--- src/rtl/ber_pkg.sv ---
// Shared constants for the BER measurement sequencer.
// State encodings and default counter widths.
package ber_pkg;

  localparam int DEF_CW = 32;
  localparam int DEF_GW = 16;
  localparam int DEF_SW = 8;

  localparam logic [1:0] ST_IDLE    = 2'd0;
  localparam logic [1:0] ST_SETTLE  = 2'd1;
  localparam logic [1:0] ST_MEASURE = 2'd2;
  localparam logic [1:0] ST_FIN     = 2'd3;

endpackage

--- src/rtl/ber_meas_ctrl_if.sv ---
// Control-plane and checker-side bundle for ber_meas_ctrl.
// master drives commands and bit stream, slave is the sequencer.
interface ber_meas_ctrl_if
  import ber_pkg::*;
#(
  parameter int CW = DEF_CW,
  parameter int GW = DEF_GW,
  parameter int SW = DEF_SW
);

  logic          START;
  logic          STOP;
  logic          ABORT;
  logic [SW-1:0] SETTLE_LEN;
  logic [GW-1:0] GATE_LEN;
  logic          SYNC_OK;
  logic          BIT_VLD;
  logic          BIT_ERR;
  logic          BUSY;
  logic          DONE;
  logic [CW-1:0] BIT_CNT;
  logic [CW-1:0] ERR_CNT;
  logic          CNT_SAT;
  logic          SYNC_LOST;

  modport master (
    output START, STOP, ABORT,
    output SETTLE_LEN, GATE_LEN,
    output SYNC_OK, BIT_VLD, BIT_ERR,
    input  BUSY, DONE,
    input  BIT_CNT, ERR_CNT,
    input  CNT_SAT, SYNC_LOST
  );

  modport slave (
    input  START, STOP, ABORT,
    input  SETTLE_LEN, GATE_LEN,
    input  SYNC_OK, BIT_VLD, BIT_ERR,
    output BUSY, DONE,
    output BIT_CNT, ERR_CNT,
    output CNT_SAT, SYNC_LOST
  );

endinterface

--- src/rtl/ber_dcnt.sv ---
// Loadable down-counter that stops at zero.
// Used for the settle timer and the gate window.
module ber_dcnt #(
  parameter int W = 8
) (
  input  logic         CLK,
  input  logic         RST,
  input  logic         LOAD,
  input  logic [W-1:0] VAL,
  input  logic         DEC,
  output logic [W-1:0] CNT,
  output logic         ZERO
);

  assign ZERO = (CNT == '0);

  always_ff @(posedge CLK) begin
    if (RST) begin
      CNT <= '0;
    end else if (LOAD) begin
      CNT <= VAL;
    end else if (DEC && !ZERO) begin
      CNT <= CNT - W'(1);
    end
  end

endmodule

--- src/rtl/ber_meas_ctrl.sv ---
// BER measurement sequencer: settle, lock wait, gated or
// free-running bit/error count, one-cycle DONE on completion.
module ber_meas_ctrl
  import ber_pkg::*;
#(
  parameter int CW = DEF_CW,
  parameter int GW = DEF_GW,
  parameter int SW = DEF_SW
) (
  input logic           CLK,
  input logic           RST,
  ber_meas_ctrl_if.slave bus
);

  localparam logic [CW-1:0] ONE = CW'(1);

  logic [1:0]    state;
  logic [1:0]    nxt;
  logic          free_run;
  logic          busy_q;
  logic          done_q;
  logic [CW-1:0] bit_cnt;
  logic [CW-1:0] err_cnt;
  logic          sat_q;
  logic          lost_q;

  logic [SW-1:0] s_cnt;
  logic          s_zero;
  logic [GW-1:0] g_cnt;
  logic          g_zero;
  logic          unused_ok;

  logic start_ok;
  logic in_meas;
  logic cnt_bit;
  logic gate_last;

  assign start_ok = bus.START && !bus.ABORT &&
                    (state == ST_IDLE ||
                     state == ST_FIN);
  assign in_meas   = (state == ST_MEASURE) && !bus.ABORT;
  assign cnt_bit   = in_meas && bus.BIT_VLD;
  assign gate_last = cnt_bit && !free_run &&
                     (g_cnt == GW'(1));
  assign unused_ok = ^{s_cnt, g_zero};

  ber_dcnt #(.W(SW)) u_settle (
    .CLK  (CLK),
    .RST  (RST),
    .LOAD (start_ok),
    .VAL  (bus.SETTLE_LEN),
    .DEC  (state == ST_SETTLE),
    .CNT  (s_cnt),
    .ZERO (s_zero)
  );

  ber_dcnt #(.W(GW)) u_gate (
    .CLK  (CLK),
    .RST  (RST),
    .LOAD (start_ok),
    .VAL  (bus.GATE_LEN),
    .DEC  (cnt_bit && !free_run),
    .CNT  (g_cnt),
    .ZERO (g_zero)
  );

  always_comb begin
    nxt = state;
    if (bus.ABORT) begin
      nxt = ST_IDLE;
    end else begin
      unique case (state)
        ST_IDLE:
          if (bus.START) nxt = ST_SETTLE;
        ST_SETTLE:
          if (s_zero && bus.SYNC_OK)
            nxt = ST_MEASURE;
        ST_MEASURE:
          if (gate_last || bus.STOP)
            nxt = ST_FIN;
        ST_FIN:
          nxt = bus.START ? ST_SETTLE
                          : ST_IDLE;
        default: nxt = ST_IDLE;
      endcase
    end
  end

  // Counters saturate; a blocked increment marks CNT_SAT.
  always_ff @(posedge CLK) begin
    if (RST) begin
      state    <= ST_IDLE;
      free_run <= 1'b0;
      busy_q   <= 1'b0;
      done_q   <= 1'b0;
      bit_cnt  <= '0;
      err_cnt  <= '0;
      sat_q    <= 1'b0;
      lost_q   <= 1'b0;
    end else begin
      state  <= nxt;
      busy_q <= (nxt == ST_SETTLE) ||
                (nxt == ST_MEASURE);
      done_q <= (nxt == ST_FIN);
      if (start_ok) begin
        free_run <= (bus.GATE_LEN == '0);
        bit_cnt  <= '0;
        err_cnt  <= '0;
        sat_q    <= 1'b0;
        lost_q   <= 1'b0;
      end else if (in_meas) begin
        if (!bus.SYNC_OK) lost_q <= 1'b1;
        if (bus.BIT_VLD) begin
          if (&bit_cnt) sat_q <= 1'b1;
          else bit_cnt <= bit_cnt + ONE;
          if (bus.BIT_ERR) begin
            if (&err_cnt) sat_q <= 1'b1;
            else err_cnt <= err_cnt + ONE;
          end
        end
      end
    end
  end

  assign bus.BUSY      = busy_q;
  assign bus.DONE      = done_q;
  assign bus.BIT_CNT   = bit_cnt;
  assign bus.ERR_CNT   = err_cnt;
  assign bus.CNT_SAT   = sat_q;
  assign bus.SYNC_LOST = lost_q;

endmodule

--- src/flat_wrapper.sv ---
// flat-port wrapper written by rule: the top's interface ports become plain ports
module ber_meas_ctrl_flat import ber_pkg::*;
#(
  parameter int CW = DEF_CW,
  parameter int GW = DEF_GW,
  parameter int SW = DEF_SW
)
  (CLK, RST, bus_START, bus_STOP, bus_ABORT, bus_SETTLE_LEN, bus_GATE_LEN, bus_SYNC_OK, bus_BIT_VLD, bus_BIT_ERR, bus_BUSY, bus_DONE, bus_BIT_CNT, bus_ERR_CNT, bus_CNT_SAT, bus_SYNC_LOST);
  ber_meas_ctrl_if #(.CW(CW), .GW(GW), .SW(SW)) bus_i ();
  input logic CLK;
  input logic RST;
  input wire logic [$bits(bus_i.START)-1:0] bus_START;
  input wire logic [$bits(bus_i.STOP)-1:0] bus_STOP;
  input wire logic [$bits(bus_i.ABORT)-1:0] bus_ABORT;
  input wire logic [$bits(bus_i.SETTLE_LEN)-1:0] bus_SETTLE_LEN;
  input wire logic [$bits(bus_i.GATE_LEN)-1:0] bus_GATE_LEN;
  input wire logic [$bits(bus_i.SYNC_OK)-1:0] bus_SYNC_OK;
  input wire logic [$bits(bus_i.BIT_VLD)-1:0] bus_BIT_VLD;
  input wire logic [$bits(bus_i.BIT_ERR)-1:0] bus_BIT_ERR;
  output wire logic [$bits(bus_i.BUSY)-1:0] bus_BUSY;
  output wire logic [$bits(bus_i.DONE)-1:0] bus_DONE;
  output wire logic [$bits(bus_i.BIT_CNT)-1:0] bus_BIT_CNT;
  output wire logic [$bits(bus_i.ERR_CNT)-1:0] bus_ERR_CNT;
  output wire logic [$bits(bus_i.CNT_SAT)-1:0] bus_CNT_SAT;
  output wire logic [$bits(bus_i.SYNC_LOST)-1:0] bus_SYNC_LOST;
  assign bus_i.START = bus_START;
  assign bus_i.STOP = bus_STOP;
  assign bus_i.ABORT = bus_ABORT;
  assign bus_i.SETTLE_LEN = bus_SETTLE_LEN;
  assign bus_i.GATE_LEN = bus_GATE_LEN;
  assign bus_i.SYNC_OK = bus_SYNC_OK;
  assign bus_i.BIT_VLD = bus_BIT_VLD;
  assign bus_i.BIT_ERR = bus_BIT_ERR;
  assign bus_BUSY = bus_i.BUSY;
  assign bus_DONE = bus_i.DONE;
  assign bus_BIT_CNT = bus_i.BIT_CNT;
  assign bus_ERR_CNT = bus_i.ERR_CNT;
  assign bus_CNT_SAT = bus_i.CNT_SAT;
  assign bus_SYNC_LOST = bus_i.SYNC_LOST;
  ber_meas_ctrl #(.CW(CW), .GW(GW), .SW(SW)) u_core (.CLK(CLK), .RST(RST), .bus(bus_i));
endmodule
--- config.mk ---
export PLATFORM = sky130hd
export DESIGN_NAME = ber_meas_ctrl_flat
export DESIGN_NICKNAME = d
export VERILOG_FILES = /design/src/rtl/ber_pkg.sv /design/src/rtl/ber_meas_ctrl_if.sv /design/src/rtl/ber_dcnt.sv /design/src/rtl/ber_meas_ctrl.sv /design/src/flat_wrapper.sv
export SDC_FILE = /design/constraint.sdc
export NUM_CORES = 1
export LEC_CHECK = 0
export CORE_MARGIN = 5
export CORE_UTILIZATION = 54
export CTS_CLUSTER_DIAMETER = 50
export DETAILED_ROUTE_END_ITERATION = 8
export DONT_BUFFER_PORTS = 1
export GPL_TIMING_DRIVEN = 0
export HOLD_SLACK_MARGIN = 0.03
export PLACE_DENSITY = 0.69
export RECOVER_POWER = 25
export REMOVE_ABC_BUFFERS = 1
export SLEW_MARGIN = 10
export SYNTH_ARGS = -nofsm -noshare
export SYNTH_HDL_FRONTEND = slang
export SYNTH_SLANG_ARGS = --single-unit
export TNS_END_PERCENT = 20
--- constraint.sdc ---
create_clock -name CLK -period 2.65 [get_ports CLK]
set_input_delay 0.795 -clock CLK [delete_from_list [all_inputs] [get_ports CLK]]
set_output_delay 0.795 -clock CLK [all_outputs]
set_load 0.005 [all_outputs]
# --- Word-level counts from Yosys, hierarchy flattened ---
# Cells that the tools add are included.
# W data, S select, Z words.
word_totals:
  ff_bits: 95
  out_inout_bits: 68
  word_cells: 66
  in_bits: 32
classes:
  n_mux: 13
  eq_ne: 7
  bitwise_logic: 3
  n_addsub: 4
  n_reduce_logical: 29
op_table:
  columns: ["op", "n"]
  rows:
  - ["$add A32 B1 Y32 const B", 2]
  - ["$reduce_and A32 Y1", 2]
  - ["$logic_not A16 Y1", 2]
  - ["$mux W16", 2]
  - ["$eq A16 B1 Y1 const B", 1]
  - ["$mux W8", 2]
  - ["$sub A16 B1 Y16 const B", 1]
  - ["$logic_and A1 B1 Y1", 9]
  - ["$eq A2 B2 Y1 const B", 4]
  - ["$logic_not A8 Y1", 1]
  - ["$mux W2", 4]
  - ["$pmux W2 S4", 1]
  - ["$sub A8 B1 Y8 const B", 1]
  - ["$eq A2 B1 Y1 const B", 2]
  - ["$logic_not A1 Y1", 4]
  - ["$mux W1", 4]
  - ["$reduce_and A2 Y1", 2]
  - ["$reduce_and A4 Y1", 1]
  - ["$reduce_bool A2 Y1", 2]
  - ["$logic_or A1 B1 Y1", 3]
  - ["$not A1 Y1", 3]
  - ["$reduce_and A3 Y1", 1]
  - ["$logic_not A2 Y1", 1]
  - ["$reduce_or A2 Y1", 1]

# --- Depth between registers and ports, before layout ---
logic_depth:
  word_depth: 11
  ltp_mapped: 9
  depth_no_buf: 9

# --- Modules after synthesis ---
# Synthesis repeated with hierarchy kept, for this count alone.
hier_totals:
  cells_unflattened: 645
  area_unflattened_um2: 5337.6
modules_own_cells:
  columns: ["module", "cells_each", "area_each_um2", "instances", "seq_area_each_um2"]
  rows:
  - ["ber_meas_ctrl", 472, 3877.5, 1, 1421.4]
  - ["ber_dcnt (u_core.u_gate)", 114, 944.7, 1, 320.3]
  - ["ber_dcnt (u_core.u_settle)", 59, 515.5, 1, 160.2]

# --- Worst setup path before layout ---
# OpenSTA, ideal clock, no wires.
synth_path:
  path_kind: "input -> register"
  start: "in bus_ABORT"
  end: "reg u_core.bit_cnt[16] (netlist: u_core.bus.BIT_CNT[16])"
  setup_ns: 0.128
  path_stages: 7
  required_ns: 2.522
  n_path_buf: 4
  arrival_ns: 2.325
  slack_ns: 0.198
  cell_sequence: "or3b_1 clkbuf_1 nand2b_1 clkbuf_1 clkbuf_1 buf_1 nor2_1"
synth_via:
  elab_chain_len: 4
  word_cells_on_any_way: 6
  cone_classes: "reduce/logical: 6"
synth_rtl:
  columns: ["item", "line", "source"]
  rows:
  - ["from (decl)", "flat_wrapper.sv:14", "input wire logic [$bits(bus_i.ABORT)-1:0] bus_ABORT;"]
  - ["$logic_not A1 Y1 (*)", "ber_meas_ctrl.sv:38, ber_meas_ctrl.sv:41", null]
  - ["$logic_and A1 B1 Y1 (2 in a row)", "ber_meas_ctrl.sv:38", "assign start_ok = bus.START && !bus.ABORT &&"]
  - ["$reduce_or A2 Y1 (no source line)", null, null]
  - ["to (signal assigned)", "ber_meas_ctrl.sv:115", "else bit_cnt <= bit_cnt + ONE;"]
  - ["to (decl)", "ber_meas_ctrl.sv:22", "logic [CW-1:0] bit_cnt;"]
# Every way passes the cells marked *; elsewhere a longest branch is shown, timed or not.
# A chain may end at the register's enable or synchronous reset.

# --- Worst setup path in the final report ---
layout_path:
  start: "reg u_core.state[0]"
  end: "reg u_core.err_cnt[28] (netlist: u_core.bus.ERR_CNT[28])"
layout_via:
  elab_chain_len: 4
  word_cells_on_any_way: 8
  cone_classes: "eq/ne: 2; reduce/logical: 6"
layout_rtl:
  columns: ["item", "line", "source"]
  rows:
  - ["from (decl)", "ber_meas_ctrl.sv:17", "logic [1:0] state;"]
  - ["from (signal assigned)", "ber_meas_ctrl.sv:101", "state <= nxt;"]
  - ["$eq A2 B2 Y1 or $logic_not A2 Y1 (tied branches)", "ber_meas_ctrl.sv:40, ber_meas_ctrl.sv:39", null]
  - ["$logic_or A1 B1 Y1", "ber_meas_ctrl.sv:39", "(state == ST_IDLE ||"]
  - ["$logic_and A1 B1 Y1", "ber_meas_ctrl.sv:38", null]
  - ["$reduce_or A2 Y1 (no source line)", null, null]
  - ["to (signal assigned)", "ber_meas_ctrl.sv:118", "else err_cnt <= err_cnt + ONE;"]
  - ["to (decl)", "ber_meas_ctrl.sv:23", "logic [CW-1:0] err_cnt;"]
# Several ways; a longest one is shown, not always the timed one.

==> parameters.txt <==
Parameter                              Value

Worst setup path
  Required time reported for the critical path endpoint    just under 3 ns
  Crit path arrival time    roughly 2.9 ns
  Nature of the critical path endpoint    register
  Path type of the worst setup path    reg -> reg
  Peak fanout along the critical path    10
  Startpoint Class    register

Detailed routing
  Remaining DRCs    0
  Via-to-Cell Ratio    6.33
  Antenna viol nets, final    0
  WL per Instance    about 18 um
  Detailed router's first-iteration violation count    ~200
  Total routed wire length on the met1 layer    roughly 5.7 mm
  Routed vias    between 4000 and 5000
  Total met2 wirelength after detailed routing    approximately 6.2 mm
  Pre-Repair DR Iteration Count    5
  Routed wire length    about 13 mm
  Highest metal layer with signal wires    met4
  Met3 WL post-DR    ~880 um

Yosys
  Fraction of synthesized cell area in xor and xnor cells    4.29%
  Gate count of the mapped netlist    between 600 and 700
  Unique cell type count in the Yosys netlist    just under 60
  Compound-Gate Fraction of Synth Area    around 17%
  YS warnings    0
  Dominant combinational cell family by area after synthesis    simple AND/OR/NAND/NOR gates
  Area share of and/or/nand/nor cells after synthesis    between 30 and 40%
  Adder and majority gate portion of the synthesized area    2.94%
  Post-synth EDFFs    0
  Ys flop type    sky130_fd_sc_hd__dfxtp_1
  Register bit total from synthesis    between 90 and 100
  Share of synthesized flip-flops with an asynchronous set or reset    0%
  Netlist Area Pre-Place    between 5000 and 6000 um^2
  Multiplexer share of the synthesized area    less than 1%
  Portion of the post-synthesis area used by sequential elements    37.3%
  Average size of a mapped cell    approximately 8.3 um^2

Pwr
  Int Pwr    slightly below 2 mW
  Sequential cell fraction of total power    55.4%
  Switching Share    26.0%
  Leakage power    ~1.6 nW
  Clock group share of total power    between 30% and 40%
  Total design power    around 2.7 mW
  IR Drop Worst-Case VDD    ~0.0003 V
  Total power per unit cell area    498 nW/um^2
  Net switching power figure    0.699 mW
  Combinational cell fraction of total power    9.1%

Timing
  Worst hold slack    about 0.5 ns
  RSZ-0062 raised after global routing    true
  Tcrit/Tclk final    between 90 and 100%
  Hold Violations, Final    0
  Minimum clock period    roughly 2.6 ns
  Maximum clock rate    approximately 390 MHz
  Slew Viols, Final    0
  Skew final    0.0135 ns
  Worst Max-Slew Pin Slew    approximately 1.2 ns
  Relative slew slack    22.3%
  Final count of negative-setup-slack endpoints    0

Finish
  Number of nets in the layout    roughly 640
  Final cell utilization of the core    about three fifths
  Highest-count cells in the layout ignoring fill and taps    sky130_fd_sc_hd__dfxtp_1, sky130_fd_sc_hd__nor2_1, sky130_fd_sc_hd__nand2_1, sky130_fd_sc_hd__a21oi_1, sky130_fd_sc_hd__or3_1
  Non-Filler Cell Area, Final    roughly 5400 um^2
  Post-synthesis to final-layout area growth    5.66%
  Diode insertion count for antenna repair    0
  Most common cell after layout, fill and taps aside    sky130_fd_sc_hd__dfxtp_1
  Share of post-route cells with drive strength above 1    6.63%

Floorplanning
  Num rows    35
  I/O pin cnt    100
  DIE HEIGHT    107 um
  Area enclosed by the die boundary    between 10000 and 15000 um^2
  Horizontal die dimension    between 100 and 150 um
  Floorplan Core Area    approximately 9200 um^2
  Initial core utilization    between 50% and 60%

Place
  Routability Congestion    ~0.80
  Estimated wirelength of the detail-placed design    ~8.7 mm
  Number of buffers inserted by port buffering    0
  Placed cell area    5150 um^2

CTS
  Buffer depth of the longest clock path    2
  Clock Latency Late Sink    ~0.36 ns
  Number of buffers inserted by post-CTS setup repair    0
  H-Tree Depth    3
  Clock root cell    sky130_fd_sc_hd__clkbuf_8
  Number of buffers inserted during clock tree synthesis    9
  Clock sinks    between 90 and 100
  Clock tree from TritonCTS    yes
  Clk slew on worst S/H paths    ~0.1 ns

Global routing
  Number of global-route vias before repair    4170
  Global-route total usage across every layer    21.1%
  Initial antenna violation count    0
  Grt ovf    0
  Global-route wire length before repair    about 20 mm
  Largest net degree at the start of global routing    between 60 and 70

Worst hold path
  Class of the tightest hold or removal check    in -> reg

Run status
  Result of the run    completed

Job
  Max-cap violations    0
-- synth_stat cells, types with 5 or more instances --
cell type / instances / area (um^2)
sky130_fd_sc_hd__o211ai_1: 8 / 60.1
sky130_fd_sc_hd__or3_1: 32 / 200
sky130_fd_sc_hd__clkbuf_1: 20 / 75.1
sky130_fd_sc_hd__nand3_1: 26 / 130
sky130_fd_sc_hd__dfxtp_1: 95 / 1900
sky130_fd_sc_hd__inv_1: 13 / 48.8
sky130_fd_sc_hd__nor3_1: 12 / 60.1
sky130_fd_sc_hd__o21ai_0: 28 / 140
sky130_fd_sc_hd__nor2_1: 53 / 199
sky130_fd_sc_hd__and4_1: 11 / 96.3
sky130_fd_sc_hd__a311oi_1: 5 / 43.8
sky130_fd_sc_hd__and3_1: 6 / 37.5
sky130_fd_sc_hd__nand2_1: 44 / 165
sky130_fd_sc_hd__ha_1: 12 / 150
sky130_fd_sc_hd__nor4_2: 5 / 62.6
sky130_fd_sc_hd__xnor2_1: 25 / 219
sky130_fd_sc_hd__o31ai_1: 11 / 82.6
sky130_fd_sc_hd__or4_1: 30 / 225
sky130_fd_sc_hd__and2_1: 5 / 31.3
sky130_fd_sc_hd__a211oi_1: 19 / 143
sky130_fd_sc_hd__o21ai_1: 11 / 55.1
sky130_fd_sc_hd__nand4_1: 22 / 138
sky130_fd_sc_hd__a21oi_1: 44 / 220
sky130_fd_sc_hd__nor4_1: 11 / 68.8
sky130_fd_sc_hd__buf_2: 5 / 25.0
-- through the flow --
step / instances / setup TNS [ns] / worst slack (ns)
finish: 732 / 0 / 0.0792
global route: 732 / -0.248 / -0.0819
CTS: 730 / 0 / 0.0120
detailed placement: 714 / -4.36 / -0.366
global placement: 714 / -112.26 / -2.11
floorplan: 585 / -36.69 / -0.920
-- layout make-up --
| type | instances | area (um^2) |
|---|---|---|
| Multi-Input combinational cell | 479 | 3090 |
| Inverter | 13 | 48.8 |
| Sequential cell | 95 | 1900 |
| Clock buffer | 11 | 131 |
| Fill cell | 857 | 3850 |
| Clock inverter | 5 | 58.8 |
| Tap cell | 129 | 161 |
-- sequential cells by signal, summed over array words and instances (netlist names) --
signal / flops
u_core.u_settle.CNT: 8
u_core.state: 2
u_core.bus.BIT_CNT: 32
u_core.bus.BUSY: 1
u_core.bus.ERR_CNT: 32
u_core.free_run: 1
u_core.bus.DONE: 1
u_core.bus.CNT_SAT: 1
u_core.u_gate.CNT: 16
u_core.bus.SYNC_LOST: 1
-- worst paths after layout --
path	cells after the start	end	startpoint	slack, ns
worst max register to register	7	u_core.bus.ERR_CNT[28]	u_core.state[0]	0.08
worst min-delay path	1	u_core.u_gate.CNT[10]	RST	0.49
worst min register to register	2	u_core.u_settle.CNT[4]	u_core.u_settle.CNT[4]	0.52
worst max-delay path	7	u_core.bus.ERR_CNT[28]	u_core.state[0]	0.08
-- layer usage --
| layer | vias to the layer above | track usage [%] |
|---|---|---|
| met2 | 104 | 36.3 |
| met5 | - | 0 |
| met4 | 0 | 6.21 |
| met1 | 2214 | 25.6 |
| met3 | 12 | 6.02 |
| li1 | 2300 | - |
-- worst max-delay path: stages, from the launching register on --
cell and delay, ns:
sky130_fd_sc_hd__dfxtp_1 0.38, sky130_fd_sc_hd__inv_1 0.11, sky130_fd_sc_hd__ha_1 0.31, sky130_fd_sc_hd__nand4b_2 0.33, sky130_fd_sc_hd__nor3_2 0.55, sky130_fd_sc_hd__nand4b_1 0.31
sky130_fd_sc_hd__or3_1 0.38, sky130_fd_sc_hd__a21oi_1 0.14
-- power by group through the flow --
stage / clock [mW] / combinational [mW] / sequential (mW)
6_report: 0.952 / 0.245 / 1.49
3_3_place_gp: 0 / 0.223 / 1.52
5_1_grt: 1.04 / 0.271 / 1.49
2_1_floorplan: 0 / 0.185 / 1.51
3_5_place_dp: 0 / 0.231 / 1.52
4_1_cts: 0.979 / 0.233 / 1.49
-- repair_timing --
action	CTS	global route
gates cloned	0	2
hold buffers	0	0
pin swaps	0	2
endpoints found under the setup margin	19	41
gates resized for setup	2	5
-- cell families after synthesis --
logic type,count (synthesis)
adder cells (fa/ha/maj),12
buffers and inverters,41
XOR/XNOR,25
multiplexers,3
flip-flops,95
AND/OR/NAND/NOR,294
AO/OA/AOI/OAI,143
No activity file was read; power rests on OpenSTA's default activity.
